## config.mk

```make
export PLATFORM = sky130hd
export DESIGN_NAME = c1541_sd_seq
export DESIGN_NICKNAME = d
export VERILOG_FILES = /design/src/rtl/c1541_sd_seq.sv
export SDC_FILE = /design/constraint.sdc
export NUM_CORES = 1
export LEC_CHECK = 0
export CAP_MARGIN = 15
export CORE_ASPECT_RATIO = 1.2
export CORE_MARGIN = 3
export CORE_UTILIZATION = 47
export CTS_CLUSTER_SIZE = 20
export DETAILED_ROUTE_END_ITERATION = 16
export PLACE_DENSITY = 0.73
export RECOVER_POWER = 100
export SLEW_MARGIN = 20
export SYNTH_ARGS = -nofsm -noshare
export SYNTH_HDL_FRONTEND = slang
export SYNTH_SLANG_ARGS = --single-unit
```

## constraint.sdc

```tcl
create_clock -name clk -period 1.82 [get_ports clk]
set_input_delay 0.455 -clock clk [delete_from_list [all_inputs] [get_ports clk]]
set_output_delay 0.455 -clock clk [all_outputs]
set_load 0.05 [all_outputs]
```

## src/rtl/c1541_sd_seq.sv

```systemverilog
// c1541_sd_seq
//   Splits one level-style multi-block track request from the 1541 track
//   loader/saver into consecutive single-block SD transfers. It holds sd_ack
//   for the whole track and generates track-buffer byte addresses plus write
//   strobes for every byte moved.
//
//   Optional feature: define C1541_SD_SEQ_RETRY_EN to re-issue a failing block
//   (short byte count or blk_err) up to two extra times before flagging err.
//
// Ports
//   clk, reset_n            system clock, asynchronous active-low reset
//   sd_lba, sd_blk_cnt      first LBA and block count minus one (track side)
//   sd_rd, sd_wr            level requests, held until sd_ack is seen high
//   sd_ack                  high for the whole multi-block transfer
//   blk_lba, blk_rd, blk_wr single-block request to the card controller
//   blk_ack, blk_err        controller busy flag / error (valid on ack fall)
//   byte_stb                one pulse per byte moved
//   buff_addr, buff_we      registered track-buffer address and write strobe
//   busy, err               sequencer active, sticky status of last transfer
module c1541_sd_seq #(
    parameter  int unsigned BLK_BYTES = 512,
    parameter  int unsigned MAX_BLKS  = 32,
    localparam int unsigned OFF_W     = $clog2(BLK_BYTES),
    localparam int unsigned IDX_W     = $clog2(MAX_BLKS),
    localparam int unsigned AW        = OFF_W + IDX_W
) (
    input  logic          clk,
    input  logic          reset_n,
    input  logic [31:0]   sd_lba,
    input  logic [5:0]    sd_blk_cnt,
    input  logic          sd_rd,
    input  logic          sd_wr,
    output logic          sd_ack,
    output logic [31:0]   blk_lba,
    output logic          blk_rd,
    output logic          blk_wr,
    input  logic          blk_ack,
    input  logic          blk_err,
    input  logic          byte_stb,
    output logic [AW-1:0] buff_addr,
    output logic          buff_we,
    output logic          busy,
    output logic          err
);
    localparam int unsigned      CNT_W   = OFF_W + 1;
    localparam logic [CNT_W-1:0] FULL    = CNT_W'(BLK_BYTES);
    localparam logic [IDX_W-1:0] IDX_MAX = IDX_W'(MAX_BLKS - 1);

    typedef enum logic [2:0] {IDLE, ISSUE, XFER, NEXT, DONE} state_t;
    state_t state, state_d;

    logic             rd_q, wr_q, dir_wr, blk_err_q;
    logic [31:0]      lba_q;
    logic [IDX_W-1:0] cnt_q, blk_idx;
    logic [CNT_W-1:0] byte_cnt;
    logic             req_seen, blk_fail, last_blk, retry_now;

    assign req_seen = rd_q | wr_q;
    // An overrun saturates byte_cnt at FULL+1, so it also reads as a failure.
    assign blk_fail = (byte_cnt != FULL) | blk_err_q;
    assign last_blk = (blk_idx == cnt_q);

`ifdef C1541_SD_SEQ_RETRY_EN
    logic [1:0] retry_cnt;
    assign retry_now = blk_fail && (retry_cnt != 2'd2);

    always_ff @(posedge clk or negedge reset_n) begin
        if (!reset_n)
            retry_cnt <= '0;
        else if (state == IDLE || (state == NEXT && !retry_now))
            retry_cnt <= '0;
        else if (state == NEXT)
            retry_cnt <= retry_cnt + 2'd1;
    end
`else
    assign retry_now = 1'b0;
`endif

    always_ff @(posedge clk or negedge reset_n) begin
        if (!reset_n) state <= IDLE;
        else          state <= state_d;
    end

    always_comb begin
        state_d = state;
        case (state)
            IDLE:    if (req_seen) state_d = ISSUE;
            ISSUE:   if ((blk_rd | blk_wr) && blk_ack) state_d = XFER;
            XFER:    if (!blk_ack) state_d = NEXT;
            NEXT:    state_d = (!retry_now && last_blk) ? DONE : ISSUE;
            DONE:    state_d = IDLE;
            default: state_d = IDLE;
        endcase
    end

    always_ff @(posedge clk or negedge reset_n) begin
        if (!reset_n) begin
            rd_q      <= 1'b0;
            wr_q      <= 1'b0;
            dir_wr    <= 1'b0;
            blk_err_q <= 1'b0;
            lba_q     <= '0;
            cnt_q     <= '0;
            blk_idx   <= '0;
            byte_cnt  <= '0;
            sd_ack    <= 1'b0;
            busy      <= 1'b0;
            err       <= 1'b0;
            blk_lba   <= '0;
            blk_rd    <= 1'b0;
            blk_wr    <= 1'b0;
            buff_addr <= '0;
            buff_we   <= 1'b0;
        end else begin
            // Requests are registered first, which gives the one-cycle gap
            // between the request edge and sd_ack.
            rd_q    <= sd_rd;
            wr_q    <= sd_wr;
            buff_we <= 1'b0;
            case (state)
                IDLE: if (req_seen) begin
                    lba_q    <= sd_lba;
                    dir_wr   <= wr_q;
                    blk_idx  <= '0;
                    byte_cnt <= '0;
                    sd_ack   <= 1'b1;
                    busy     <= 1'b1;
                    if (32'(sd_blk_cnt) > MAX_BLKS - 1) begin
                        cnt_q <= IDX_MAX;
                        err   <= 1'b1;
                    end else begin
                        cnt_q <= IDX_W'(sd_blk_cnt);
                        err   <= 1'b0;
                    end
                end
                ISSUE: begin
                    blk_lba <= lba_q + 32'(blk_idx);
                    // The ack is only honoured once our own request is up.
                    if (blk_rd | blk_wr) begin
                        if (blk_ack) begin
                            blk_rd <= 1'b0;
                            blk_wr <= 1'b0;
                        end
                    end else begin
                        blk_rd <= ~dir_wr;
                        blk_wr <= dir_wr;
                    end
                end
                XFER: begin
                    if (byte_stb) begin
                        if (byte_cnt < FULL) begin
                            buff_addr <= {blk_idx, byte_cnt[OFF_W-1:0]};
                            buff_we   <= ~dir_wr;
                            byte_cnt  <= byte_cnt + CNT_W'(1);
                        end else begin
                            byte_cnt <= FULL + CNT_W'(1);
                        end
                    end
                    if (!blk_ack) blk_err_q <= blk_err;
                end
                NEXT: begin
                    byte_cnt <= '0;
                    if (!retry_now) begin
                        err <= err | blk_fail;
                        if (!last_blk) blk_idx <= blk_idx + IDX_W'(1);
                    end
                end
                DONE: begin
                    sd_ack <= 1'b0;
                    busy   <= 1'b0;
                end
                default: ;
            endcase
        end
    end
endmodule

```

==> results of run 1 <==
==> flip-flops by register name, summed over array words and instances, names as in the netlist, 3 cells and up <==
signal	cells
blk_idx	5
cnt_q	5
state	3
buff_addr	14
byte_cnt	10
lba_q	32
blk_lba	32
==> Yosys cell counts (all sizes together) (4+ instances only) <==
| cell | number | area, µm² |
|---|---|---|
| nand2 | 151 | 567 |
| dfrtp | 110 | 2750 |
| o21ai | 57 | 285 |
| xor2 | 27 | 236 |
| nor2 | 21 | 78.8 |
| mux2 | 19 | 214 |
| clkbuf | 17 | 63.8 |
| nand3 | 15 | 87.6 |
| a21oi | 10 | 50.1 |
| buf | 10 | 50.1 |
| nor3 | 9 | 50.1 |
| ha | 8 | 100 |
| nand4 | 8 | 65.1 |
| xnor2 | 8 | 70.1 |
| inv | 5 | 18.8 |
| nor4 | 5 | 52.6 |
| o2111ai | 5 | 43.8 |
| o211ai | 5 | 37.5 |
| and3 | 4 | 25.0 |
| or3 | 4 | 25.0 |
==> power breakdown <==
group,leakage (nW),internal [W],switching (W),total (W)
sequential,1.38,0.00339,0.000814,0.00421
clock,0.179,0.00152,0.000903,0.00242
combinational,1.54,0.00208,0.00392,0.00600
total,3.11,0.00699,0.00564,0.0126
==> per-stage QoR <==
step | cell area, µm² | worst slack [ns] | hold slack [ns] | instances | setup TNS [ns]
after floorplan | 5260 | 0.00428 | 0.159 | 540 | 0
after global placement | 6520 | -0.0687 | 0.365 | 780 | -0.688
after detailed placement | 6520 | -0.150 | 0.369 | 780 | -2.14
after CTS | 7030 | -0.0732 | 0.487 | 802 | -0.731
after global routing | 6970 | -0.144 | 0.518 | 807 | -4.17
final | 6970 | -0.0937 | 0.485 | 807 | -0.906
==> worst max path at each step <==
stage	end	cells after the start	slack, ns
global route	blk_lba[4]	7	-0.14
detailed placement	blk_lba[29]	7	-0.15
CTS	blk_lba[28]	7	-0.07
global placement	blk_lba[29]	7	-0.07
floorplan	blk_lba[10]	7	0.004
finish	blk_lba[22]	7	-0.09
==> routing by layer <==
| metal | global-route usage (%) | wire (µm) | up-vias |
|---|---|---|---|
| met1 | 27.0 | 5510 | 2159 |
| met3 | 4.54 | 654 | 25 |
| met5 | 0 | 0 | - |
| li1 | - | - | 2134 |
| met2 | 38.3 | 7060 | 131 |
| met4 | 8.20 | 298 | 0 |
==> area by class of cell <==
class / instances / area, µm² / area share, %
clock inverter: 6 / 133 / 1.90
tap: 129 / 161 / 2.32
sequential: 110 / 2760 / 39.5
multi-input combinational: 399 / 2570 / 36.8
inverter: 5 / 18.8 / 0.269
clock buffer: 10 / 239 / 3.43
timing repair buffer: 148 / 1100 / 15.7
==> cells by family after synthesis <==
family          count (synthesis)
simple gates                  238
mux                            19
compound gates                 97
flops                         110
xor+xnor                       35
buf+inv                        32
fa+ha+maj                       9
==> what timing repair did <==
action                                  4_1_cts  5_1_grt
endpoints found under the setup margin       27       49
hold endpoints to repair                     17        0
resized for setup                            19       52
pin swaps                                    14       40
cloned                                        1        0
hold buffers                                  1        0
buffers inserted                              4        5
==> tightest hold or removal path, cell delays in order (launching register included) <==
cell     delay, ns
dfrtp_1       0.35
nand2_1       0.05
o21ai_0       0.06
==> summary.md, run 1 <==
| Metric | Value |
|---|---|
| Status | `complete, but fails checks` |
| Failing checks | `setup timing` |
| DRC | `0` |
| Antenna viol nets, final | `0` |
| DR iter-0 viols | `around 140` |
| IO Count | `97` |
| # clock sinks | `110` |
| Layout cells sized above 1 | `between 20% and 30%` |
| Top delay family on crit path | `adder cells` |
| Antenna cell count | `0` |
| Routability cong. | `a little over 0.8` |
| Total wire length | `around 14000 µm` |
| Min cycle time layout | `between 1.5 and 2 ns` |
| Area Growth Syn to Fin | `33.8%` |
| Syn_nets | `between 500 and 600` |
| Vias in the first global route | `roughly 4.5k` |
| Wire per inst | `~17 µm` |
| Synthesized-area fraction occupied by adder cells | `roughly 2.3%` |
| Kind of critical path | `flip-flop to flip-flop` |
| Synth Area in XOR/XNOR | `slightly below 6%` |
| CTS clk-pin slew, worst paths | `0.07 ns` |
| Data required, critical path | `a little over 2 ns` |
| R2R setup slack | `-0.09 ns` |
| Synthesized flop and latch total | `110` |
| Post-layout util | `between 60% and 70%` |
| Ys async rst share | `100%` |
| CTS root buffer | `clkbuf_16` |
| Die W | `about 100 µm` |
| Yosys cell types | `52` |
| WP buf/inv | `0` |
| Hold Path Stages | `2` |
| Most frequent cells in the layout | `nand2_1, dfrtp_1, clkdlybuf4s50_1` |
| Starting Density | `between 40% and 50%` |
| Mean Syn Cell Area | `between 9 and 10 µm²` |
| Cell-by-cell listing of the critical path | `ha_4 > fa_2 > a21oi_4 > o21ai_4 > nand3b_1 > xor2_1 > o21ai_1` |
| Initial antenna violation count | `0` |
| Port Buf Inserts | `96` |
| CTS tree | `yes` |
| Crit share post-route | `105%` |
| Post-DP HPWL | `~9300 µm` |
| Setup ws final | `-0.0937 ns` |
| Longest Clk Path Bufs | `2` |
| Commonest non-fill, non-tap cell in the layout | `nand2_1` |
| Post-synthesis sequential area ratio | `approximately 53%` |
| CP Capture Type | `flip-flop` |
| Gr usage total | `~22%` |
| IR drop worst, VDD | `between 1 and 1.5 mV` |
| Global-route wire length before repair | `21500 µm` |
| RR Endpoint | `blk_lba[22]` |
| Vias per std cell | `between 5 and 6` |
| Worst Max-Slew Pin Slew | `0.600 ns` |
| Multiplexer share of the synthesized area | `under 10%` |
| Post-synthesis compound-gate area fraction | `11.0%` |
| Yosys warns | `0` |
| Crit. Startpoint | `blk_idx[0]` |
| Final hold violations | `0` |
| Die Area | `~0.012 mm²` |
| Hold wc startpoint | `buff_addr[0]` |
| Total Power | `approximately 0.013 W` |
| Maximum fanout along the worst path | `5` |
| Die Y | `121 µm` |
| Largest net degree at the start of global routing | `56` |
| Simple-gate portion of the synthesized area | `21.3%` |
| Final setup viols | `23` |
| Clk Latency, worst-skew pair | `around 0.35 ns` |
| Worst Path Arrival | `~2.1 ns` |
| Via count | `~4.4k` |
| Max Slew Vio Count | `0` |
| Row cnt | `slightly above 40` |
| Final-stage net count | `727` |
| Fillcell total | `a little under 900` |
| Top FF cell, synth | `dfrtp_1` |
| RSZ-0062 raised after global routing | `true` |
| WHS Endpoint | `buff_addr[0]` |
| TritonCTS Buffers | `9` |
| Htree depth | `3` |
| Reg2reg start | `blk_idx[0]` |
| Mapped Area | `between 0.005 and 0.006 mm²` |
| Largest family of logic cells by synthesized area | `simple AND/OR/NAND/NOR gates` |
| Startpoint types | `flip-flop` |
| Fmax | `approximately 520 MHz` |
| CP max stage delay | `around 0.4 ns` |
| Slowest-stage cell, CP | `dfrtp_1` |
| Pleak | `~3.1 nW` |
| Syn Inst Count | `540` |
| Clk_skew | `slightly below 0.01 ns` |
| Grt ovf | `0` |
| Max-cap viol count | `0` |
| PD cells | `between 1500 and 2000 mW/mm²` |
| Max-slew headroom | `59.9%` |
| Core area | `between 0.01 and 0.015 mm²` |
| Number of synthesized flops with an enable pin | `0` |
| Hold WC Path Type | `flip-flop to flip-flop` |
| Worst R2R Path Depth | `7` |
| DR pass1 iterations | `4` |
No activity file was read; power rests on OpenSTA's default activity.
==> run 2: changes to the inputs <==
CORE_UTILIZATION = 48   (was 47)
PLACE_DENSITY = 0.71   (was 0.73)
clock period = 2.4 ns   (was 1.82 ns; I/O delays follow)
==> run 2 against run 1 <==
Against the previous run: the run ends with capacitance limit, slew limit left; clock-buffer cell count increased by 5; sequential share of layout area increased by 2.1 points; die area down 2.0%; utilization down 2.7 points.
==> summary.md, run 2 (synthesis results as in run 1) <==
| Metric | Value |
|---|---|
| Status | `complete, but fails checks (unchanged)` |
| Failing checks | `capacitance limit, slew limit (was setup timing)` |
| Pleak | `2.97 nW (was 3.11 nW)` |
| Worst path depth | `1 (was 7)` |
| Routability cong. | `0.850 (was 0.825)` |
| Gr usage total | `21.7% (was 22.2%)` |
| Wire per inst | `16.2 µm (was 16.8 µm)` |
| Vias per std cell | `5.50 (was 5.51)` |
| CP Capture Type | `output port (was flip-flop)` |
| Grt ovf | `0 (unchanged)` |
| Total wire length | `12500 µm (was 13500 µm)` |
| Vias in the first global route | `4345 (was 4472)` |
| CTS clk-pin slew, worst paths | `0.07 ns (about the same)` |
| R2R setup slack | `0.21 ns (was -0.09 ns)` |
| Initial antenna violation count | `0 (unchanged)` |
| # clock sinks | `110 (unchanged)` |
| Global-route wire length before repair | `20700 µm (was 21500 µm)` |
| PD cells | `1300 mW/mm² (was 1810 mW/mm²)` |
| Sum of negative setup slack | `0 ns (was -0.906 ns)` |
| Layout cells sized above 1 | `8.91% (was 23.3%)` |
| RSZ-0062 raised after global routing | `false (was true)` |
| CTS tree | `yes (unchanged)` |
| Crit share post-route | `~93%` |
| Gate power share | `45.4% (was 47.5%)` |
| Antenna viol nets, final | `0 (unchanged)` |
| Data required, critical path | `1.80 ns (was 2.05 ns)` |
| Max-slew headroom | `-15.8% (was 59.9%)` |
| Clk_skew | `0.00616 ns (was 0.00985 ns)` |
| CTS resizes | `0 (was 19)` |
| Htree depth | `3 (unchanged)` |
| Die W | `101 µm (was 102 µm)` |
| Fmax | `~450 MHz` |
| Seq pwr share | `37.9% (was 33.3%)` |
| Net Sw Frac | `45.0% (was 44.6%)` |
| Post-DP HPWL | `9190 µm (was 9310 µm)` |
| Hold Buf Count CTS | `0 (was 1)` |
| Row cnt | `41 (unchanged)` |
| Starting Density | `49.3% (was 48.8%)` |
| Kind of critical path | `flip-flop to output port (was flip-flop to flip-flop)` |
| Top flop regs | `blk_lba x32, lba_q x32, buff_addr x14 (unchanged)` |
| DRC | `0 (unchanged)` |
| IO Count | `97 (unchanged)` |
| Placed cell count | `754 (was 780)` |
| Slowest-stage cell, CP | `dlygate4sd3_1 (was dfrtp_1)` |
| Commonest non-fill, non-tap cell in the layout | `nand2_1 (unchanged)` |
| Final setup viols | `0 (was 23)` |
| Max Slew Vio Count | `34 (was 0)` |
| Most frequent cells in the layout | `nand2_1, dfrtp_1, dlygate4sd3_1 (was nand2_1, dfrtp_1, clkdlybuf4s50_1)` |
| TritonCTS Buffers | `9 (unchanged)` |
| Top delay family on crit path | `buffers and inverters (was adder cells)` |
| Worst Max-Slew Pin Slew | `1.74 ns (was 0.600 ns)` |
| Die Area | `0.0121 mm² (was 0.0124 mm²)` |
| Area Growth Syn to Fin | `27.0% (was 33.8%)` |
| Hold wc startpoint | `buff_addr[1] (was buff_addr[0])` |
| Core area | `0.0106 mm² (was 0.0107 mm²)` |
| DR pass1 iterations | `4 (unchanged)` |
| Largest net degree at the start of global routing | `62 (was 56)` |
| Via count | `4227 (was 4449)` |
| CP Capture Point | `blk_lba[31] (was blk_lba[22])` |
| Reg2reg start | `blk_idx[0] (unchanged)` |
| Cell Area, Placed | `0.00637 mm² (was 0.00652 mm²)` |
| Crit. Startpoint | `blk_lba[31] (was blk_idx[0])` |
| Post-route cell area | `0.00662 mm² (was 0.00697 mm²)` |
| Clk pwr share | `16.7% (was 19.2%)` |
| Hold WC Path Type | `flip-flop to flip-flop (unchanged)` |
| RR Endpoint | `blk_lba[10] (was blk_lba[22])` |
| Cell-by-cell listing of the critical path | `dlygate4sd3_1 (was ha_4 > fa_2 > a21oi_4 > o21ai_4 > nand3b_1 > xor2_1 > o21ai_1)` |
| Die Y | `120 µm (was 121 µm)` |
| CP max stage delay | `0.90 ns (was 0.41 ns)` |
| Final-stage net count | `690 (was 727)` |
| Antenna cell count | `0 (unchanged)` |
| Clk Latency, worst-skew pair | `0.34 ns (was 0.35 ns)` |
| Startpoint types | `flip-flop (unchanged)` |
| Worst R2R Path Depth | `8 (was 7)` |
| Worst Path Arrival | `1.63 ns (was 2.14 ns)` |
| Post-layout util | `62.6% (was 65.3%)` |
| Setup repair bufs after CTS | `0 (was 4)` |
| Max-cap viol count | `1 (was 0)` |
| Fin cells | `769 (was 807)` |
| Longest Clk Path Bufs | `2 (unchanged)` |
| Maximum fanout along the worst path | `2 (was 5)` |
| CTS root buffer | `clkbuf_16 (unchanged)` |
| Port Buf Inserts | `96 (unchanged)` |
| NetSw | `0.00386 W (was 0.00564 W)` |
| Min cycle time layout | `2.23 ns` |
| Pint | `0.00472 W (was 0.00699 W)` |
| WP buf/inv | `1 (was 0)` |
| DR iter-0 viols | `178 (was 142)` |
| Final hold violations | `0 (unchanged)` |
| IR drop worst, VDD | `0.788 mV (was 1.10 mV)` |
[run 2: cell count changes in the layout (fill, tap and decap cells not counted), moves of 17 or more]
cell           previous run  this run
o21ai_0                  26        55
clkbuf_2                 34         2
dlygate4sd3_1             4        56
o21ai_1                  29         1
clkbuf_1                 22         5
buf_4                    38        10
[run 2: layout make-up]
type                       instances  area [µm²]
clock buffer                      15         288
fill                             921        3950
inverter                           5        18.8
multi-input combinational        398        2330
sequential                       110        2750
tap                              129         161
timing repair buffer             112        1070
[run 2: how the worst min path moves through the flow]
stage | depth (start not counted) | endpoint | slack, ns
after floorplan | 0 | blk_err_q | 0.30
after global placement | 2 | buff_addr[0] | 0.47
after detailed placement | 2 | blk_lba[8] | 0.47
after CTS | 1 | blk_err_q | 0.21
after global routing | 2 | blk_lba[8] | 0.50
final | 2 | buff_addr[1] | 0.48
[run 2: power by group through the flow]
stage	clock (W)	combinational (W)	sequential (W)
after floorplan	0	0.00174	0.00420
after global placement	0	0.00398	0.00328
after detailed placement	0	0.00408	0.00330
after CTS	0.00147	0.00409	0.00327
after global routing	0.00153	0.00426	0.00336
final	0.00144	0.00390	0.00325
[run 2: tightest hold or removal path, cell delays in order, from the launching register on]
cell     delay, ns
dfrtp_1       0.34
nand2_1       0.04
o21ai_0       0.06
[run 2: stage by stage]
step,hold WS [ns],power (W),setup slack [ns]
floorplan,0.304,0.00594,0.418
global placement,0.466,0.00726,0.315
detailed placement,0.473,0.00738,0.249
CTS,0.208,0.00883,0.223
global route,0.496,0.00915,0.0396
finish,0.478,0.00858,0.167
[run 2: layer usage]
metal / track usage, % / share of wire (%) / vias to the layer above
li1: - / - / 2049
met1: 26.5 / 41 / 2060
met2: 38.4 / 53 / 98
met3: 2.97 / 3.9 / 20
met4: 7.98 / 2.1 / 0
met5: 0 / 0 / -
